<file path="src/rtl/data_bus_arbiter.sv">
// data_bus_arbiter
//   Shares one single-port data RAM between NUM_M bus masters (master 0 = CPU,
//   masters 1..NUM_M-1 = receive-DMA engines). One grant per cycle: an active
//   burst-lock owner wins first, then the CPU (when CPU_PRIO = 1), then
//   round-robin from rr_ptr. Read data returns one cycle after the grant.
//
// Ports
//   clk_100m_i   system clock
//   rst_i        synchronous active-high reset
//   req_i        per-master request
//   lock_i       per-master burst-lock request
//   we_i         per-master write enable
//   addr_i       packed per-master addresses, master k at [k*ADDR_W +: ADDR_W]
//   wdata_i      packed per-master write data
//   gnt_o        one-hot grant, combinational
//   rvalid_o     one-hot read-data-valid, registered
//   rdata_o      read data, valid while any rvalid_o bit is high, else holds
//   mem_*_o      RAM access port (en, we, addr, wdata)
//   mem_rdata_i  RAM read data, one cycle after mem_en_o

// Per-master slot: gates the master's request fields onto the shared bus when
// granted and registers that master's read-valid bit.
module data_bus_arbiter_slot #(
   parameter int ADDR_W = 32,
   parameter int DATA_W = 32
) (
   input  logic              clk,
   input  logic              rst,
   input  logic              gnt,
   input  logic              we,
   input  logic [ADDR_W-1:0] addr,
   input  logic [DATA_W-1:0] wdata,
   output logic              sel_we,
   output logic [ADDR_W-1:0] sel_addr,
   output logic [DATA_W-1:0] sel_wdata,
   output logic              rvalid
);
   assign sel_we    = gnt & we;
   assign sel_addr  = gnt ? addr  : '0;
   assign sel_wdata = gnt ? wdata : '0;

   always_ff @(posedge clk) begin
      if (rst) rvalid <= 1'b0;
      else     rvalid <= gnt & ~we;
   end
endmodule

module data_bus_arbiter #(
   parameter int NUM_M     = 4,
   parameter int ADDR_W    = 32,
   parameter int DATA_W    = 32,
   parameter int CPU_PRIO  = 1,
   parameter int MAX_BURST = 4
) (
   input  logic                    clk_100m_i,
   input  logic                    rst_i,
   input  logic [NUM_M-1:0]        req_i,
   input  logic [NUM_M-1:0]        lock_i,
   input  logic [NUM_M-1:0]        we_i,
   input  logic [NUM_M*ADDR_W-1:0] addr_i,
   input  logic [NUM_M*DATA_W-1:0] wdata_i,
   output logic [NUM_M-1:0]        gnt_o,
   output logic [NUM_M-1:0]        rvalid_o,
   output logic [DATA_W-1:0]       rdata_o,
   output logic                    mem_en_o,
   output logic                    mem_we_o,
   output logic [ADDR_W-1:0]       mem_addr_o,
   output logic [DATA_W-1:0]       mem_wdata_o,
   input  logic [DATA_W-1:0]       mem_rdata_i
);
   localparam int PTR_W  = $clog2(NUM_M);
   localparam int PTR_W1 = PTR_W + 1;
   localparam logic [3:0] MAX_B = 4'(MAX_BURST);

   logic [NUM_M-1:0][ADDR_W-1:0] addr_v, sel_addr;
   logic [NUM_M-1:0][DATA_W-1:0] wdata_v, sel_wdata;
   logic [NUM_M-1:0]             sel_we, gnt;

   logic [PTR_W-1:0]  rr_ptr, owner, win;
   logic              owner_vld, win_vld, lock_hit;
   logic [3:0]        burst_cnt, cnt_next;
   logic [PTR_W1-1:0] idx;
   logic              rd_pend;
   logic [DATA_W-1:0] rdata_q;

   assign addr_v  = addr_i;
   assign wdata_v = wdata_i;

   // Owner keeps the bus only while it still requests with lock and has
   // burst budget left.
   assign lock_hit = owner_vld && req_i[owner] && lock_i[owner] && (burst_cnt < MAX_B);

   always_comb begin
      win_vld = 1'b0;
      win     = '0;
      idx     = '0;
      if (!rst_i) begin
         if (lock_hit) begin
            win_vld = 1'b1;
            win     = owner;
         end else if (CPU_PRIO != 0 && req_i[0]) begin
            win_vld = 1'b1;
            win     = '0;
         end else begin
            for (int i = 0; i < NUM_M; i++) begin
               // rr_ptr + i modulo NUM_M without a divider
               idx = {1'b0, rr_ptr} + PTR_W1'(i);
               if (idx >= PTR_W1'(NUM_M)) idx = idx - PTR_W1'(NUM_M);
               if (!win_vld && req_i[idx[PTR_W-1:0]]) begin
                  win_vld = 1'b1;
                  win     = idx[PTR_W-1:0];
               end
            end
         end
      end
   end

   assign gnt   = win_vld ? (NUM_M'(1) << win) : '0;
   assign gnt_o = gnt;

   for (genvar k = 0; k < NUM_M; k++) begin : g_slot
      data_bus_arbiter_slot #(.ADDR_W(ADDR_W), .DATA_W(DATA_W)) u_slot (
         .clk      (clk_100m_i),
         .rst      (rst_i),
         .gnt      (gnt[k]),
         .we       (we_i[k]),
         .addr     (addr_v[k]),
         .wdata    (wdata_v[k]),
         .sel_we   (sel_we[k]),
         .sel_addr (sel_addr[k]),
         .sel_wdata(sel_wdata[k]),
         .rvalid   (rvalid_o[k])
      );
   end

   // Slots zero their fields when not granted, so an OR tree is the mux.
   always_comb begin
      mem_addr_o  = '0;
      mem_wdata_o = '0;
      for (int k = 0; k < NUM_M; k++) begin
         mem_addr_o  = mem_addr_o  | sel_addr[k];
         mem_wdata_o = mem_wdata_o | sel_wdata[k];
      end
   end

   assign mem_en_o = win_vld;
   assign mem_we_o = |sel_we;

   // Continuing owner extends its burst; any other locking winner starts anew.
   assign cnt_next = (owner_vld && owner == win) ? burst_cnt + 4'd1 : 4'd1;

   always_ff @(posedge clk_100m_i) begin
      if (rst_i) begin
         rr_ptr    <= '0;
         owner_vld <= 1'b0;
         owner     <= '0;
         burst_cnt <= '0;
      end else if (win_vld) begin
         rr_ptr <= (win == PTR_W'(NUM_M - 1)) ? '0 : win + PTR_W'(1);
         if (lock_i[win] && cnt_next < MAX_B) begin
            owner_vld <= 1'b1;
            owner     <= win;
            burst_cnt <= cnt_next;
         end else begin
            // unlocked grant, or the burst just used its last slot
            owner_vld <= 1'b0;
            owner     <= '0;
            burst_cnt <= '0;
         end
      end else if (owner_vld && !req_i[owner]) begin
         owner_vld <= 1'b0;
         owner     <= '0;
         burst_cnt <= '0;
      end
   end

   // RAM data arrives in the rvalid cycle, so it is passed straight through
   // then and captured to hold rdata_o steady afterwards.
   assign rd_pend = |rvalid_o;
   assign rdata_o = rd_pend ? mem_rdata_i : rdata_q;

   always_ff @(posedge clk_100m_i) begin
      if (rst_i)        rdata_q <= '0;
      else if (rd_pend) rdata_q <= mem_rdata_i;
   end
endmodule

</file>
<file path="config.mk">
export PLATFORM = sky130hd
export DESIGN_NAME = data_bus_arbiter
export DESIGN_NICKNAME = d
export VERILOG_FILES = /design/src/rtl/data_bus_arbiter.sv
export SDC_FILE = /design/constraint.sdc
export NUM_CORES = 1
export LEC_CHECK = 0
export BUFFER_PORTS_ARGS = -buffer_cell sky130_fd_sc_hd__buf_4
export CORE_AREA = 2 2 157 159
export CTS_CLUSTER_DIAMETER = 200
export DETAILED_ROUTE_END_ITERATION = 6
export DIE_AREA = 0 0 159 161
export PLACE_DENSITY = 0.43
export SLEW_MARGIN = 25
export SYNTH_ARGS = -nofsm -noshare
export SYNTH_HDL_FRONTEND = slang
export SYNTH_SLANG_ARGS = --single-unit
</file>
<file path="constraint.sdc">
create_clock -name clk_100m_i -period 3.2 [get_ports clk_100m_i]
set_input_delay 0.64 -clock clk_100m_i [delete_from_list [all_inputs] [get_ports clk_100m_i]]
set_output_delay 0.64 -clock clk_100m_i [all_outputs]
set_load 0.02 [all_outputs]
</file>
==> results_dict.tcl <==
set metrics [dict create \
    status "finished, violations left" \
    violations "setup timing" \
    drt_pass1_iterations 4 \
    wl_met1_mm 10.9 \
    dr_wl_met3_mm 1.36 \
    ys_warn_count 0 \
    viasPerCell 4.36 \
    tightestPinTransition_ps 649 \
    setup_viol 66 \
    cts_made_buffers 5 \
    stdcell_area_um2 9080 \
    drv_slew 0 \
    wl_per_cell_um 20.7 \
    slowest_delay_ps 330 \
    antenna_found_initial 0 \
    syn_area_um2 3590 \
    drtAntennaViolNets 0 \
    min_path_type "register to register" \
    placed_area_um2 7720 \
    skew_ps 4.58 \
    yosysTopAreaCellShare 0.274 \
    finalPower_mw 2.48 \
    synth_cells 440 \
    synth_cell_types 51 \
    drc_errors 0 \
    cts.sinks 45 \
    synth_ff_type "dfxtp_1" \
    hpwl_mm 19.1 \
    timing.fmax_mhz 295 \
    grt.total_usage 0.169 \
    finalWorstSetupSlack_ps -193 \
    final_common_cell "buf_4" \
    synth_area_leaders "a22oi_1 (27%), dfxtp_1 (25%), mux2_2 (10%), nand2_1 (7.8%), and2_1 (6.6%)" \
    top_layer "met4" \
    maxCapViolations 0 \
    mostFrequentLayoutCells "buf_4 (379), a22oi_2 (123), buf_6 (70)" \
    power.leakage_nw 4.09 \
    grt_pass1_vias 5263 \
    core_area_um2 24000 \
    timing.final.hold_violations 0 \
    drt_iter0_drc 191 \
    fin_crit_ps 3390 \
    syn_nets 747 \
    yosysTopAreaCell "a22oi_1" \
    insertion_delay_ps 280 \
    io_pins 408 \
    start_util 0.150 \
    power_density_nw_per_um2 273 \
    finalCoreUtilization 0.379 \
    globalRoute.totalOverflow 0 \
    fillers 2505 \
    worst_hold_slack_ps 472 \
    ys_seq_area_frac 0.251 \
    crit_chain "buf_8 -> and3_4 -> or3_4 -> o21a_4 -> or2_4 -> ha_4 -> and2_4 -> buf_12 -> buf_16 -> a22oi_2 -> nand2_2 -> buf_6" \
    root_buffer "clkbuf_16" \
    synth-edff-count 0 \
    layout-drive-gt1-share 0.837 \
    start_kind "primary input" \
    die_w_um 159 \
    grt_max_degree 35 \
    crit_arrival_ps 2750 \
    port_buffers 407 \
    vias 5249 \
    crit_fanout 5 \
    ys_ff_latch 45 \
    layout.nets 1185 \
    clkTransAtPathRegs_ps 60 \
    crit_required_ps 2560 \
    rsz0062_at_grt "yes" \
    crit_buf_inv 4 \
    rows 57 \
    dieArea_um2 25600 \
    grt_pass1_wl_mm 33.3 \
    worst-setup-path-type "primary input to output port" \
    async_reset_ff_frac 0 \
    tritoncts "built" \
    relSlewSlack 0.566 \
    cts_buffer_depth 2 \
    gp_congestion 0.851 \
    ctsHoldBuffers 0 \
    slowest_stage "or3_4" \
    num_antenna_cells 0 \
    die_height_um 161 \
    ctsHtreeMaxLevel 2 \
    timing.final.crit_share 1.06 \
    wl_mm 24.9 \
    area_growth_pct 153 \
    cp-end-kind "output port" \
    critical-path-top-delay-family "simple AND/OR/NAND/NOR gates" \
    wl_met2_mm 12.5 \
    vdd_drop_max_mv 0.173 \
    avgSynthCellArea_um2 8.15 \
]
## layer usage
metal  GRT usage  vias up
met5           0        -
met4      0.0194        0
met3      0.0306       10
met2       0.290      230
met1       0.229     2488
li1            -     2521
## state kept, by name (all words and copies together), names as in the netlist
| register | flops |
|---|---|
| burst_cnt | 4 |
| g_slot.u_slot.rvalid | 4 |
| owner | 2 |
| owner_vld | 1 |
| rdata_q | 32 |
| rr_ptr | 2 |
## kinds of logic (layout without fill, tap and decap cells)
logic type / count (synthesis) / in the layout / synth area share
XOR/XNOR: 1 / 1 / 0.00244
AND/OR/NAND/NOR: 146 / 148 / 0.210
flip-flops: 45 / 45 / 0.251
multiplexers: 35 / 35 / 0.113
buffers and inverters: 53 / 490 / 0.0715
AO/OA/AOI/OAI: 155 / 155 / 0.334
adder cells (fa/ha/maj): 5 / 5 / 0.0174
## metrics by stage
stage / TNS, ps / worst slack, ps / cells
final: -10180 / -193 / 1203
after floorplan: -1120 / -30.8 / 440
after CTS: -12650 / -234 / 1180
after global routing: -16790 / -298 / 1203
after detailed placement: -12520 / -245 / 1168
after global placement: -11940 / -231 / 1168
## worst paths after layout
check                                   from                 endpoint  slack, ps  cells after the start
worst max register to register      owner[0]  g_slot[3].u_slot.rvalid        860                     10
worst max-delay path                req_i[2]          mem_wdata_o[18]       -190                     12
worst min register to register  burst_cnt[1]             burst_cnt[1]        470                      2
worst min-delay path            burst_cnt[1]             burst_cnt[1]        470                      2
## power breakdown
part | internal [mW] | switching (mW) | total, mW
Clock | 0.370 | 0.220 | 0.591
Combinational | 0.701 | 0.580 | 1.28
Sequential | 0.594 | 0.0116 | 0.605
Total | 1.67 | 0.812 | 2.48
## tightest hold or removal path: stages, from the launching register on
cell and delay [ps]:
dfxtp_1 320, nand2_1 60, o31ai_1 50
## final cells by class
| class | count | area (um^2) | area share |
|---|---|---|---|
| clock inverters | 2 | 38.8 | 0.00427 |
| repair buffers | 478 | 4270 | 0.470 |
| inverters | 4 | 17.5 | 0.00193 |
| clock buffers | 6 | 129 | 0.0142 |
| multi-input cells | 344 | 3310 | 0.365 |
| flip-flops and latches | 45 | 906 | 0.0998 |
| well taps | 324 | 405 | 0.0446 |
## cell usage after synthesis (all sizes together) (2+ instances only)
master  number
nor4         4
nor2b        5
nand2       75
and3         3
o21ai        6
o31ai        5
o21bai       2
dfxtp       45
clkbuf      20
nor2         2
a21oi        3
a211oi       2
and2        39
or3          3
buf         29
a22oi      131
ha           5
nor3         2
inv          4
nand3        5
mux2        33
## repair_timing
action / CTS / global route
setup endpoints to repair: 67 / 69
cloned: 2 / 15
pin swaps: 15 / 35
buffers inserted: 2 / 10
gates resized for setup: 98 / 82
No activity file was read; power rests on OpenSTA's default activity.
